===== config.mk =====
export PLATFORM = sky130hd
export DESIGN_NAME = branch_unit
export DESIGN_NICKNAME = d
export VERILOG_FILES = /design/src/rtl/branch_unit.sv
export SDC_FILE = /design/constraint.sdc
export NUM_CORES = 1
export LEC_CHECK = 0
export ABC_AREA = 0
export CAP_MARGIN = 10
export CORE_MARGIN = 2
export CORE_UTILIZATION = 35
export CTS_CLUSTER_SIZE = 30
export DETAILED_ROUTE_END_ITERATION = 8
export GPL_TIMING_DRIVEN = 0
export HOLD_SLACK_MARGIN = 0.1
export PLACE_DENSITY = 0.65
export SETUP_SLACK_MARGIN = 0.02
export SKIP_LAST_GASP = 1
export SLEW_MARGIN = 20
export SYNTH_ARGS = -nofsm -noshare
export SYNTH_HDL_FRONTEND = slang
export SYNTH_SLANG_ARGS = --single-unit
export TNS_END_PERCENT = 100

===== constraint.sdc =====
create_clock -name i_clk -period 7.11 [get_ports i_clk]
set_input_delay 1.7775 -clock i_clk [delete_from_list [all_inputs] [get_ports i_clk]]
set_output_delay 1.7775 -clock i_clk [all_outputs]
set_load 0.1 [all_outputs]

===== src/rtl/branch_unit.sv =====
// RV32I branch/jump resolution: combinational taken flag and next PC, plus a one-cycle registered copy.
// Define BRANCH_UNIT_STATS_EN to add branch/taken/jump cycle counters.
module branch_unit #(
  parameter int XLEN = 32
) (
  input  logic            i_clk,
  input  logic            i_rst,
  input  logic            i_isBranch,
  input  logic            i_isJal,
  input  logic            i_isJalr,
  input  logic [2:0]      i_i_funct3,
  input  logic [XLEN-1:0] i_pc,
  input  logic [XLEN-1:0] i_rs1,
  input  logic [XLEN-1:0] i_rs2,
  input  logic [XLEN-1:0] i_immB,
  input  logic [XLEN-1:0] i_immJ,
  input  logic [XLEN-1:0] i_immI,
  output logic            o_take,
  output logic [XLEN-1:0] o_nextPC,
  output logic            o_takeQ,
  output logic [XLEN-1:0] o_nextPCQ
`ifdef BRANCH_UNIT_STATS_EN
  ,
  output logic [31:0]     o_nBranch,
  output logic [31:0]     o_nTaken,
  output logic [31:0]     o_nJump
`endif
);

  localparam logic [XLEN-1:0] PC_STEP   = XLEN'(4);
  localparam logic [XLEN-1:0] JALR_MASK = ~XLEN'(1);

  logic            cond;
  logic            take_d;
  logic [XLEN-1:0] next_pc_d;
  logic            take_q;
  logic [XLEN-1:0] next_pc_q;

  always_comb begin
    cond = 1'b0;
    case (i_i_funct3)
      3'b000:  cond = (i_rs1 == i_rs2);
      3'b001:  cond = (i_rs1 != i_rs2);
      3'b100:  cond = ($signed(i_rs1) <  $signed(i_rs2));
      3'b101:  cond = ($signed(i_rs1) >= $signed(i_rs2));
      3'b110:  cond = (i_rs1 <  i_rs2);
      3'b111:  cond = (i_rs1 >= i_rs2);
      default: cond = 1'b0;
    endcase
  end

  // JALR outranks JAL, which outranks a conditional branch.
  always_comb begin
    take_d    = 1'b0;
    next_pc_d = i_pc + PC_STEP;
    if (i_isJalr) begin
      take_d    = 1'b1;
      next_pc_d = (i_rs1 + i_immI) & JALR_MASK;
    end else if (i_isJal) begin
      take_d    = 1'b1;
      next_pc_d = i_pc + i_immJ;
    end else if (i_isBranch) begin
      take_d = cond;
      if (cond) next_pc_d = i_pc + i_immB;
    end
  end

  assign o_take   = take_d;
  assign o_nextPC = next_pc_d;

  always_ff @(posedge i_clk or posedge i_rst) begin
    if (i_rst) begin
      take_q    <= 1'b0;
      next_pc_q <= '0;
    end else begin
      take_q    <= take_d;
      next_pc_q <= next_pc_d;
    end
  end

  assign o_takeQ   = take_q;
  assign o_nextPCQ = next_pc_q;

`ifdef BRANCH_UNIT_STATS_EN
  logic        br_sel;
  logic [31:0] n_branch_q, n_taken_q, n_jump_q;

  assign br_sel = i_isBranch & ~i_isJal & ~i_isJalr;

  always_ff @(posedge i_clk or posedge i_rst) begin
    if (i_rst) begin
      n_branch_q <= '0;
      n_taken_q  <= '0;
      n_jump_q   <= '0;
    end else begin
      if (br_sel)            n_branch_q <= n_branch_q + 32'd1;
      if (br_sel && cond)    n_taken_q  <= n_taken_q + 32'd1;
      if (i_isJal | i_isJalr) n_jump_q  <= n_jump_q + 32'd1;
    end
  end

  assign o_nBranch = n_branch_q;
  assign o_nTaken  = n_taken_q;
  assign o_nJump   = n_jump_q;
`endif

endmodule


==> results of run 1 <==
==> per-layer routing <==
metal / vias up / track usage / part of all wire
li1: 4275 / - / -
met2: 367 / 0.420 / 0.47
met5: - / 0 / 0.00044
met1: 4092 / 0.311 / 0.41
met4: 2 / 0.0807 / 0.024
met3: 49 / 0.0603 / 0.091
==> critical path, delay by kind of cell <==
kind	cells	cell delay, ns
fa+ha+maj	1	0.48
simple gates	3	0.88
buf+inv	3	0.94
compound gates	6	1.20
==> per-stage QoR <==
| step | setup WS, ns | TNS (ns) |
|---|---|---|
| 3_3_place_gp | -1.43 | -41.57 |
| 6_report | 0.0588 | 0 |
| 2_1_floorplan | -0.153 | -0.300 |
| 4_1_cts | 0.0210 | 0 |
| 5_1_grt | -0.00867 | -0.0170 |
| 3_5_place_dp | -1.41 | -41.29 |
==> worst max-delay path by stage <==
stage                        end  slack (ns)  cells past startpoint
floorplan           o_nextPC[18]       -0.15                     13
global placement    o_nextPC[11]       -1.43                     14
detailed placement  o_nextPC[22]       -1.41                     14
CTS                  o_nextPC[2]        0.02                     14
global route        o_nextPC[28]      -0.009                     13
finish              o_nextPC[29]        0.06                     13
==> cell families after synthesis <==
logic type,after synthesis
compound gates,326
simple gates,285
fa+ha+maj,128
xor+xnor,105
buf+inv,78
flops,33
mux,27
==> power breakdown <==
group / internal, mW / switching, mW / total, mW
logic: 0.544 / 1.03 / 1.57
clock network: 0.175 / 0.0941 / 0.270
registers: 0.221 / 0.00782 / 0.229
==> layout make-up <==
class | count | area, sq um
Antenna cell | 2 | 5.00
Buffer | 18 | 133
Timing Repair Buffer | 284 | 2870
Fill cell | 1948 | 9120
Clock buffer | 7 | 143
Multi-Input combinational cell | 871 | 7330
Clock inverter | 1 | 30.0
Tap cell | 275 | 344
Inverter | 58 | 218
Sequential cell | 33 | 826
==> layout by cell type (no fill, tap or decap), types with 9 or more instances in the layout <==
cell type / count
dlygate4sd2_1: 53
o22ai_1: 9
nand3_1: 35
dfrtp_1: 33
buf_4: 19
inv_2: 17
a21oi_1: 76
clkbuf_1: 13
o211ai_1: 12
buf_6: 18
nand4_1: 21
o21ai_0: 47
ha_4: 27
ha_1: 92
mux2i_4: 10
clkdlybuf4s50_1: 156
nand2_1: 67
and3_1: 15
clkdlybuf4s15_1: 11
buf_12: 14
a31oi_1: 13
nor2_1: 66
xnor2_1: 62
nand2b_1: 15
o21ai_2: 9
xor2_1: 43
a21o_1: 41
inv_1: 41
nor3_1: 18
a21oi_2: 12
==> repair_timing <==
| item | in CTS | in global routing |
|---|---|---|
| hold endpoints to repair | 0 | 0 |
| pin swaps | 54 | 41 |
| gates cloned | 1 | 0 |
| gates resized for setup | 388 | 102 |
| setup endpoints to repair | 33 | 33 |
| setup buffers | 13 | 5 |
==> flip-flops by register name (all words and copies together) (netlist names) <==
name       flops
o_takeQ        1
o_nextPCQ     32
==> Yosys cell counts (all sizes together), types with 25 or more instances <==
library cell | instances | area [sq um]
a21o | 41 | 308
a21oi | 90 | 450
dfrtp | 33 | 826
ha | 125 | 1560
inv | 58 | 218
mux2i | 25 | 250
nand2 | 69 | 259
nand3 | 35 | 175
nor2 | 67 | 251
o21ai | 59 | 299
xnor2 | 62 | 543
xor2 | 43 | 377
==> key figures, run 1 <==
Setup path
  – Max FO, Critical Path: 7
  – Crit-path slowest cell: or4b_1
  – Req. time, crit path: 5.33 ns
  – Crit end category: primary output
  – Crit path DAT: 5.27 ns
  – Startpoint types: input pin
  – Max incr delay on CP: 0.59 ns
  – CP cell instances: clkdlybuf4s50_1 > ha_2 > a21o_1 > a211oi_1 > and4_1 > or4b_1 > o211a_1 > o2111ai_2 > buf_4 > nand3_1 > a32oi_2 > o21ai_2 > buf_6
  – CP startpoint: i_pc[14]
  – Critical path class: in -> out

Yosys
  – FFs w/ async S/R, synth: 1.00
  – Simple-gate share of the synthesized area: 0.189
  – Number of synthesized flops with an enable pin: 0
  – Netlist Area Pre-Place: 7510 sq um
  – Post-synthesis xor/xnor area fraction: 0.122
  – Net Count, Synth: 1310
  – Post-synthesis mux area share: 0.0363
  – Seq cells post-synth: 33
  – Compound-Gate Fraction of Synth Area: 0.285
  – Prevailing post-synth register cell: dfrtp_1
  – Synth Instances: 982
  – Largest family of logic cells by synthesized area: compound AO/OA/AOI/OAI gates
  – Yosys warns: 0
  – Register area share after synthesis: 0.110
  – Post-synthesis adder-cell area fraction: 0.216
  – Syn avg cell area: 7.65 sq um
  – Netlist cell types: 70

Clocking
  – CTS sink cnt: 33
  – Worst-path clk slew: 0.06 ns
  – CTS buffer count: 5
  – Root buffer cell: clkbuf_16
  – Clock Path Buffers: 2
  – # hold bufs at CTS: 0
  – CTS tree: built
  – Depth of the CTS H-tree: 2

Global route
  – GRT overflow: 0
  – Vias in the first global route: 8374
  – Largest net degree at the start of global routing: 31
  – GRT Total Usage: 0.249
  – Initial antenna violation count: 2
  – First-pass GRT wire length: 43.5 mm

Placed design
  – Final GP Congestion: 0.962
  – Detailed placement HPWL: 23.9 mm
  – Dpl cells: 1523
  – DP Area: 10700 sq um
  – Port Buffer Count: 265

Detailed routing
  – WL final: 29.5 mm
  – Pre-antenna DRT Iters: 5
  – 1st-iter DRT viols: 373
  – Post-DRT Antenna Nets: 0
  – Vias: 8785
  – # DRC: 0
  – WL per Instance: 19.1 um
  – Vias per inst: 5.67

Layout
  – Layout cell share with drive strength beyond 1: 0.171
  – Area Growth Syn to Fin: 58.4%
  – Final core occ: 0.566
  – Cell Count, Final, Fillers Out: 1549
  – Final nets: 1599
  – Cell area after layout: 11900 sq um

STA
  – Rel. slew slack: 0.282
  – Final hold vios: 0
  – Fin crit share: 0.992
  – Count of pins over their slew limit: 0
  – Worst hold slack: 1.68 ns
  – Min cycle time layout: 7.05 ns
  – Peak Freq: 0.142 GHz
  – Slew @ Worst Pin: 1.07 ns
  – Finish-stage setup viols: 0
  – Unrepaired setup endpoints after global routing: true

Status
  – Run status: completed

Floorplanning
  – Die width: 150 um
  – # IOs: 266
  – CORE AREA: 21000 sq um
  – Die Y: 150 um
  – Die area: 22600 sq um
  – Rows: 53
  – Initial Util: 0.357

Pwr
  – LEAKAGE: 5.08 nW
  – Total power: 2.07 mW
  – Pwr per Cell Area: 174 nW/um^2
  – Peak VDD IR: 0.275 mV

Worst hold path
  – Hold WC Path Type: in -> async

Run
  – Max-Cap Viols: 0
Note: power is estimated with default switching activity, not from simulation.
==> run 2: changes to the inputs <==
--- a/config.mk
+++ b/config.mk
@@ -9,7 +9,7 @@
 export CAP_MARGIN = 10
 export CORE_MARGIN = 2
 export CORE_UTILIZATION = 35
-export CTS_CLUSTER_SIZE = 30
+export CTS_BUF_LIST = sky130_fd_sc_hd__clkbuf_4
 export DETAILED_ROUTE_END_ITERATION = 8
 export GPL_TIMING_DRIVEN = 0
 export HOLD_SLACK_MARGIN = 0.1
==> run 2 against run 1 <==
Against the previous run:
- core utilization down 0.57 points
- hold slack worse by 0.11 ns
- first-iteration DRC count up 18%
- fmax about the same
==> key figures, run 2 (synthesized netlist as in run 1, its figures left out) <==
Clocking
  – Root buffer cell: clkbuf_4
  – CTS sink cnt: 33 (unchanged)
  – CTS tree: built
  – Depth of the CTS H-tree: 2 (unchanged)
  – CTS buffer count: 5 (unchanged)
  – Worst-path clk slew: 0.13 ns (+0.07 ns)
  – Clock Path Buffers: 2 (unchanged)
  – # hold bufs at CTS: 0 (unchanged)

Setup path
  – Crit path DAT: 5.27 ns (about the same)
  – Crit end category: primary output
  – Startpoint types: input pin
  – Max FO, Critical Path: 7 (unchanged)
  – Req. time, crit path: 5.33 ns (about the same)
  – CP startpoint: i_pc[14]
  – Critical path class: in -> out

Placed design
  – Detailed placement HPWL: 23.9 mm (unchanged)
  – DP Area: 10700 sq um (unchanged)
  – Final GP Congestion: 0.962 (unchanged)
  – Port Buffer Count: 265 (unchanged)
  – Dpl cells: 1523 (unchanged)

Pwr
  – Peak VDD IR: 0.207 mV (-25%)
  – LEAKAGE: 5.03 nW (-1.0%)
  – Pwr per Cell Area: 166 nW/um^2 (-4.5%)
  – Total power: 1.96 mW (-5.4%)

STA
  – Final hold vios: 0 (unchanged)
  – Rel. slew slack: 0.281 (-0.000956)
  – Unrepaired setup endpoints after global routing: true
  – Finish-stage setup viols: 0 (unchanged)
  – Count of pins over their slew limit: 0 (unchanged)
  – Slew @ Worst Pin: 1.07 ns (+0.00143 ns)
  – Min cycle time layout: 7.05 ns (-0.00189 ns)
  – Fin crit share: 0.991 (about the same)
  – Setup TNS: 0 ns (unchanged)
  – Peak Freq: 0.142 GHz (about the same)

Global route
  – GRT Total Usage: 0.249 (+0.000319)
  – GRT met3 Usage: 0.0564 (-0.00394)
  – GR Layer Usage met1: 0.313 (+0.00203)
  – Initial antenna violation count: 3 (+1)
  – Met2 GRT Util: 0.425 (+0.00568)
  – First-pass GRT wire length: 43.6 mm (+0.30%)
  – GRT overflow: 0 (unchanged)
  – Vias in the first global route: 8381 (+0.084%)
  – Largest net degree at the start of global routing: 31 (unchanged)
  – GRT busiest layer: met2

Floorplanning
  – Die width: 150 um (unchanged)
  – Die Y: 150 um (unchanged)
  – # IOs: 266 (unchanged)
  – Rows: 53 (unchanged)
  – Die area: 22600 sq um (unchanged)
  – Initial Util: 0.357 (unchanged)
  – CORE AREA: 21000 sq um (unchanged)

Layout
  – Max reg flops: 32 (unchanged)
  – Area Growth Syn to Fin: 56.8%
  – Final core occ: 0.560 (-0.00566)
  – Layout cell share with drive strength beyond 1: 0.171 (-0.000786)
  – Most common cell after layout, fill and taps aside: clkdlybuf4s50_1
  – Cell area after layout: 11800 sq um (-1.0%)
  – Most frequent cells in the layout: clkdlybuf4s50_1, ha_1, a21oi_1
  – Final nets: 1599 (unchanged)
  – Cell Count, Final, Fillers Out: 1549 (unchanged)

Detailed routing
  – WL final: 29.6 mm (about the same)
  – # DRC: 0 (unchanged)
  – Pre-antenna DRT Iters: 4 (-1)
  – WL per Instance: 19.1 um (about the same)
  – 1st-iter DRT viols: 439 (+18%)
  – Post-DRT Antenna Nets: 0 (unchanged)
  – Vias per inst: 5.67 (about the same)
  – Vias: 8789 (+0.046%)

Worst hold path
  – Hold WC Path Type: in -> async

Status
  – Run status: completed

Run
  – Max-Cap Viols: 0 (unchanged)
## run 2: worst max-delay path, cell delays in order
cell and delay [ns]:
clkdlybuf4s50_1 0.58, ha_2 0.48, a21o_1 0.18, a211oi_1 0.11, and4_1 0.20, or4b_1 0.59, o211a_1 0.30, o2111ai_2 0.23
buf_4 0.16, nand3_1 0.08, a32oi_2 0.27, o21ai_2 0.11, buf_6 0.20
## run 2: where the power goes
group | total, mW | switching, mW | internal [mW]
clock network | 0.162 | 0.0847 | 0.0770
registers | 0.229 | 0.00786 | 0.221
logic | 1.57 | 1.03 | 0.541
total | 1.96 | 1.12 | 0.839
## run 2: per-layer routing
| layer | routed length [um] | share of wire | vias to the layer above |
|---|---|---|---|
| met4 | 706 | 0.024 | 2 |
| li1 | - | - | 4277 |
| met2 | 14000 | 0.47 | 355 |
| met5 | 13 | 0.00044 | - |
| met3 | 2550 | 0.086 | 47 |
| met1 | 12300 | 0.42 | 4108 |
## run 2: worst paths after layout
kind,to,slack [ns]
min in group i_clk,o_nextPCQ[0],1.78
max,o_nextPC[29],0.06
max in group asynchronous,o_nextPCQ[3],5.15
min,o_nextPCQ[21],1.57
## run 2: timing repair
| action | in CTS | in global routing |
|---|---|---|
| hold endpoints to repair | 0 | 0 |
| setup endpoints to repair | 33 | 33 |
| setup buffers | 13 | 5 |
| resized for setup | 388 | 97 |
| pin swaps | 54 | 41 |
| gates cloned | 1 | 0 |
## run 2: through the flow
stage / setup WS (ns) / hold WS, ns
3_5_place_dp: -1.41 / 1.98
5_1_grt: -0.0371 / 1.53
6_report: 0.0606 / 1.57
3_3_place_gp: -1.43 / 2.49
2_1_floorplan: -0.153 / 1.91
4_1_cts: 0.0210 / 1.54
## run 2: final cells by class
cell class,instances,area (sq um)
antenna,2,5.00
buffer,18,130
clock buffer,6,45.0
clock inverter,2,33.8
fill,1962,9240
inverter,58,218
multi-input combinational,871,7320
sequential,33,826
tap,275,344
timing repair buffer,284,2860
==> run 3: changes to the inputs <==
--- a/config.mk
+++ b/config.mk
@@ -8,12 +8,12 @@
 export ABC_AREA = 0
 export CAP_MARGIN = 10
 export CORE_MARGIN = 2
-export CORE_UTILIZATION = 35
+export CORE_UTILIZATION = 45
 export CTS_BUF_LIST = sky130_fd_sc_hd__clkbuf_4
 export DETAILED_ROUTE_END_ITERATION = 8
 export GPL_TIMING_DRIVEN = 0
 export HOLD_SLACK_MARGIN = 0.1
-export PLACE_DENSITY = 0.65
+export PLACE_DENSITY = 0.8
 export SETUP_SLACK_MARGIN = 0.02
 export SKIP_LAST_GASP = 1
 export SLEW_MARGIN = 20
==> run 3 against run 2 <==
Against the previous run:
- final area up 2.0%
- fmax about the same
- routed wire length up 0.71%
- sequential power about the same
- die area down 22%
- sequential share of layout area down 0.14 points
- core utilization up 17 points
- critical path depth up 3
- setup slack better by 0.0050 ns
- clock-buffer cell count down 1
- largest power group unchanged
==> key figures, run 3 (synthesized netlist as in run 1, its figures left out) <==
Status
  – Run status: completed

STA
  – Unrepaired setup endpoints after global routing: true
  – Worst hold slack: 1.83 ns (+0.260 ns)
  – Slew @ Worst Pin: 1.06 ns (-0.0151 ns)
  – Peak Freq: 0.142 GHz (about the same)
  – Rel. slew slack: 0.291 (+0.0101)
  – Count of pins over their slew limit: 0 (unchanged)
  – Min cycle time layout: 7.04 ns (-0.00505 ns)
  – Setup TNS: 0 ns (unchanged)
  – Fin crit share: 0.991 (about the same)
  – Final hold vios: 0 (unchanged)
  – Finish-stage setup viols: 0 (unchanged)

Global route
  – First-pass GRT wire length: 43.7 mm (about the same)
  – GRT overflow: 0 (unchanged)
  – GRT Total Usage: 0.310 (+0.0607)
  – Largest net degree at the start of global routing: 34 (+9.7%)
  – Initial antenna violation count: 3 (unchanged)
  – Vias in the first global route: 8701 (+3.8%)

Layout
  – Footprint of the multi-input gates: 7470 sq um (+2.1%)
  – Most frequent cells in the layout: clkdlybuf4s50_1, ha_1, a21oi_1
  – Fillers: 1268 (-35%)
  – Cell area after layout: 12000 sq um (+2.0%)
  – Register Area: 826 sq um (unchanged)
  – Final core occ: 0.730 (+0.169)
  – Area Growth Syn to Fin: 60.0%
  – Layout cell share with drive strength beyond 1: 0.182 (+0.0111)
  – Final nets: 1604 (+0.31%)
  – Max reg flops: 32 (unchanged)
  – Most common cell after layout, fill and taps aside: clkdlybuf4s50_1

Clocking
  – Root buffer cell: clkbuf_4
  – CTS tree: built
  – Worst-path clk slew: 0.14 ns (about the same)
  – Clock Path Buffers: 2 (unchanged)
  – CTS sink cnt: 33 (unchanged)
  – CTS buffer count: 5 (unchanged)
  – Depth of the CTS H-tree: 2 (unchanged)

Pwr
  – Pwr per Cell Area: 165 nW/um^2 (-0.59%)
  – Total power: 1.99 mW (+1.4%)
  – LEAKAGE: 5.27 nW (+4.8%)
  – Peak VDD IR: 0.220 mV (+6.1%)

Setup path
  – Crit end category: primary output
  – Crit-path slowest cell: a222oi_1
  – Req. time, crit path: 5.33 ns (about the same)
  – Critical path class: in -> out
  – Max incr delay on CP: 0.39 ns (-0.20 ns)
  – Crit path DAT: 5.27 ns (about the same)
  – CP cell instances: clkdlybuf4s15_1 > ha_4 > nand4_1 > nor4_4 > a21boi_2 > o31a_1 > buf_4 > nor4_4 > mux2i_1 > and4bb_2 > o21ai_4 > buf_12 > bufbuf_16 > a222oi_1 > o31ai_4 > buf_12
  – Crit path max-delay family: compound AO/OA/AOI/OAI gates
  – Startpoint types: input pin
  – Bufs and invs on worst path: 5 (+2)
  – Max FO, Critical Path: 6 (-1)

Floorplanning
  – CORE AREA: 16500 sq um (-22%)
  – Die area: 17700 sq um (-22%)
  – Initial Util: 0.456 (+0.0989)
  – # IOs: 266 (unchanged)
  – Die width: 133 um (-11%)
  – Die Y: 133 um (-11%)
  – Rows: 47 (-11%)

Detailed routing
  – WL per Instance: 19.8 um (+4.0%)
  – WL final: 29.8 mm (+0.71%)
  – Vias per inst: 6.04 (+6.4%)
  – Pre-antenna DRT Iters: 5 (+1)
  – Post-DRT Antenna Nets: 0 (unchanged)
  – Vias: 9057 (+3.0%)
  – # DRC: 0 (unchanged)
  – 1st-iter DRT viols: 639 (+46%)

Placed design
  – Port Buffer Count: 265 (unchanged)
  – Final GP Congestion: 0.936 (-2.7%)
  – Detailed placement HPWL: 22.8 mm (-4.6%)
  – DP Area: 10600 sq um (-0.83%)

Run
  – Max-Cap Viols: 0 (unchanged)

Worst hold path
  – Hold WC Path Type: in -> async
## run 3: changes by cell type in the layout (fill, tap and decap cells not counted), moves of 4 or more
cell | before | now
inv_1 | 41 | 37
dlygate4sd2_1 | 53 | 35
inv_2 | 17 | 21
dlymetal6s2s_1 | 6 | 30
buf_4 | 19 | 25
## run 3: per-layer routing
layer | vias up | wire length [um] | global-route usage
li1 | 4293 | - | -
met1 | 4254 | 11700 | 0.369
met2 | 423 | 14500 | 0.545
met3 | 87 | 2230 | 0.0681
met4 | 0 | 1300 | 0.121
met5 | - | 0 | 0
## run 3: where the power goes
| group | leakage (nW) | internal [mW] | total, mW | switching [mW] |
|---|---|---|---|---|
| sequential | 0.383 | 0.221 | 0.229 | 0.00815 |
| combinational | 4.85 | 0.561 | 1.60 | 1.04 |
| clock | 0.0389 | 0.0727 | 0.153 | 0.0801 |
| total | 5.27 | 0.855 | 1.99 | 1.13 |
## run 3: metrics by stage
step | instances | worst slack [ns]
global placement | 1467 | -1.44
finish | 1500 | 0.0657
CTS | 1489 | -0.0228
detailed placement | 1467 | -1.45
floorplan | 982 | -0.153
global route | 1499 | -0.0811
## run 3: worst max path at each step
stage | from | to | slack, ns | cells past startpoint
floorplan | i_rs2[1] | o_nextPC[18] | -0.15 | 13
global placement | i_rs2[31] | o_nextPC[11] | -1.44 | 14
detailed placement | i_rs2[31] | o_nextPC[11] | -1.45 | 14
CTS | i_pc[14] | o_nextPC[29] | -0.02 | 13
global route | i_rs1[13] | o_nextPC[16] | -0.08 | 16
finish | i_rs1[13] | o_nextPC[16] | 0.07 | 16
## run 3: area by class of cell
type                            count  area share
Timing Repair Buffer              289       0.250
Sequential cell                    33      0.0687
Inverter                           58      0.0181
Clock buffer                        5     0.00312
Buffer                             18      0.0107
Multi-Input combinational cell    871       0.622
Tap cell                          220      0.0229
Clock inverter                      3     0.00344
Antenna cell                        3    0.000625
## run 3: repair_timing
action                                  in CTS  in global routing
endpoints found under the setup margin      33                 33
pin swaps                                   34                 47
hold buffers                                 0                  0
buffers inserted                            12                 11
gates cloned                                 2                  0
gates resized for setup                    401                110
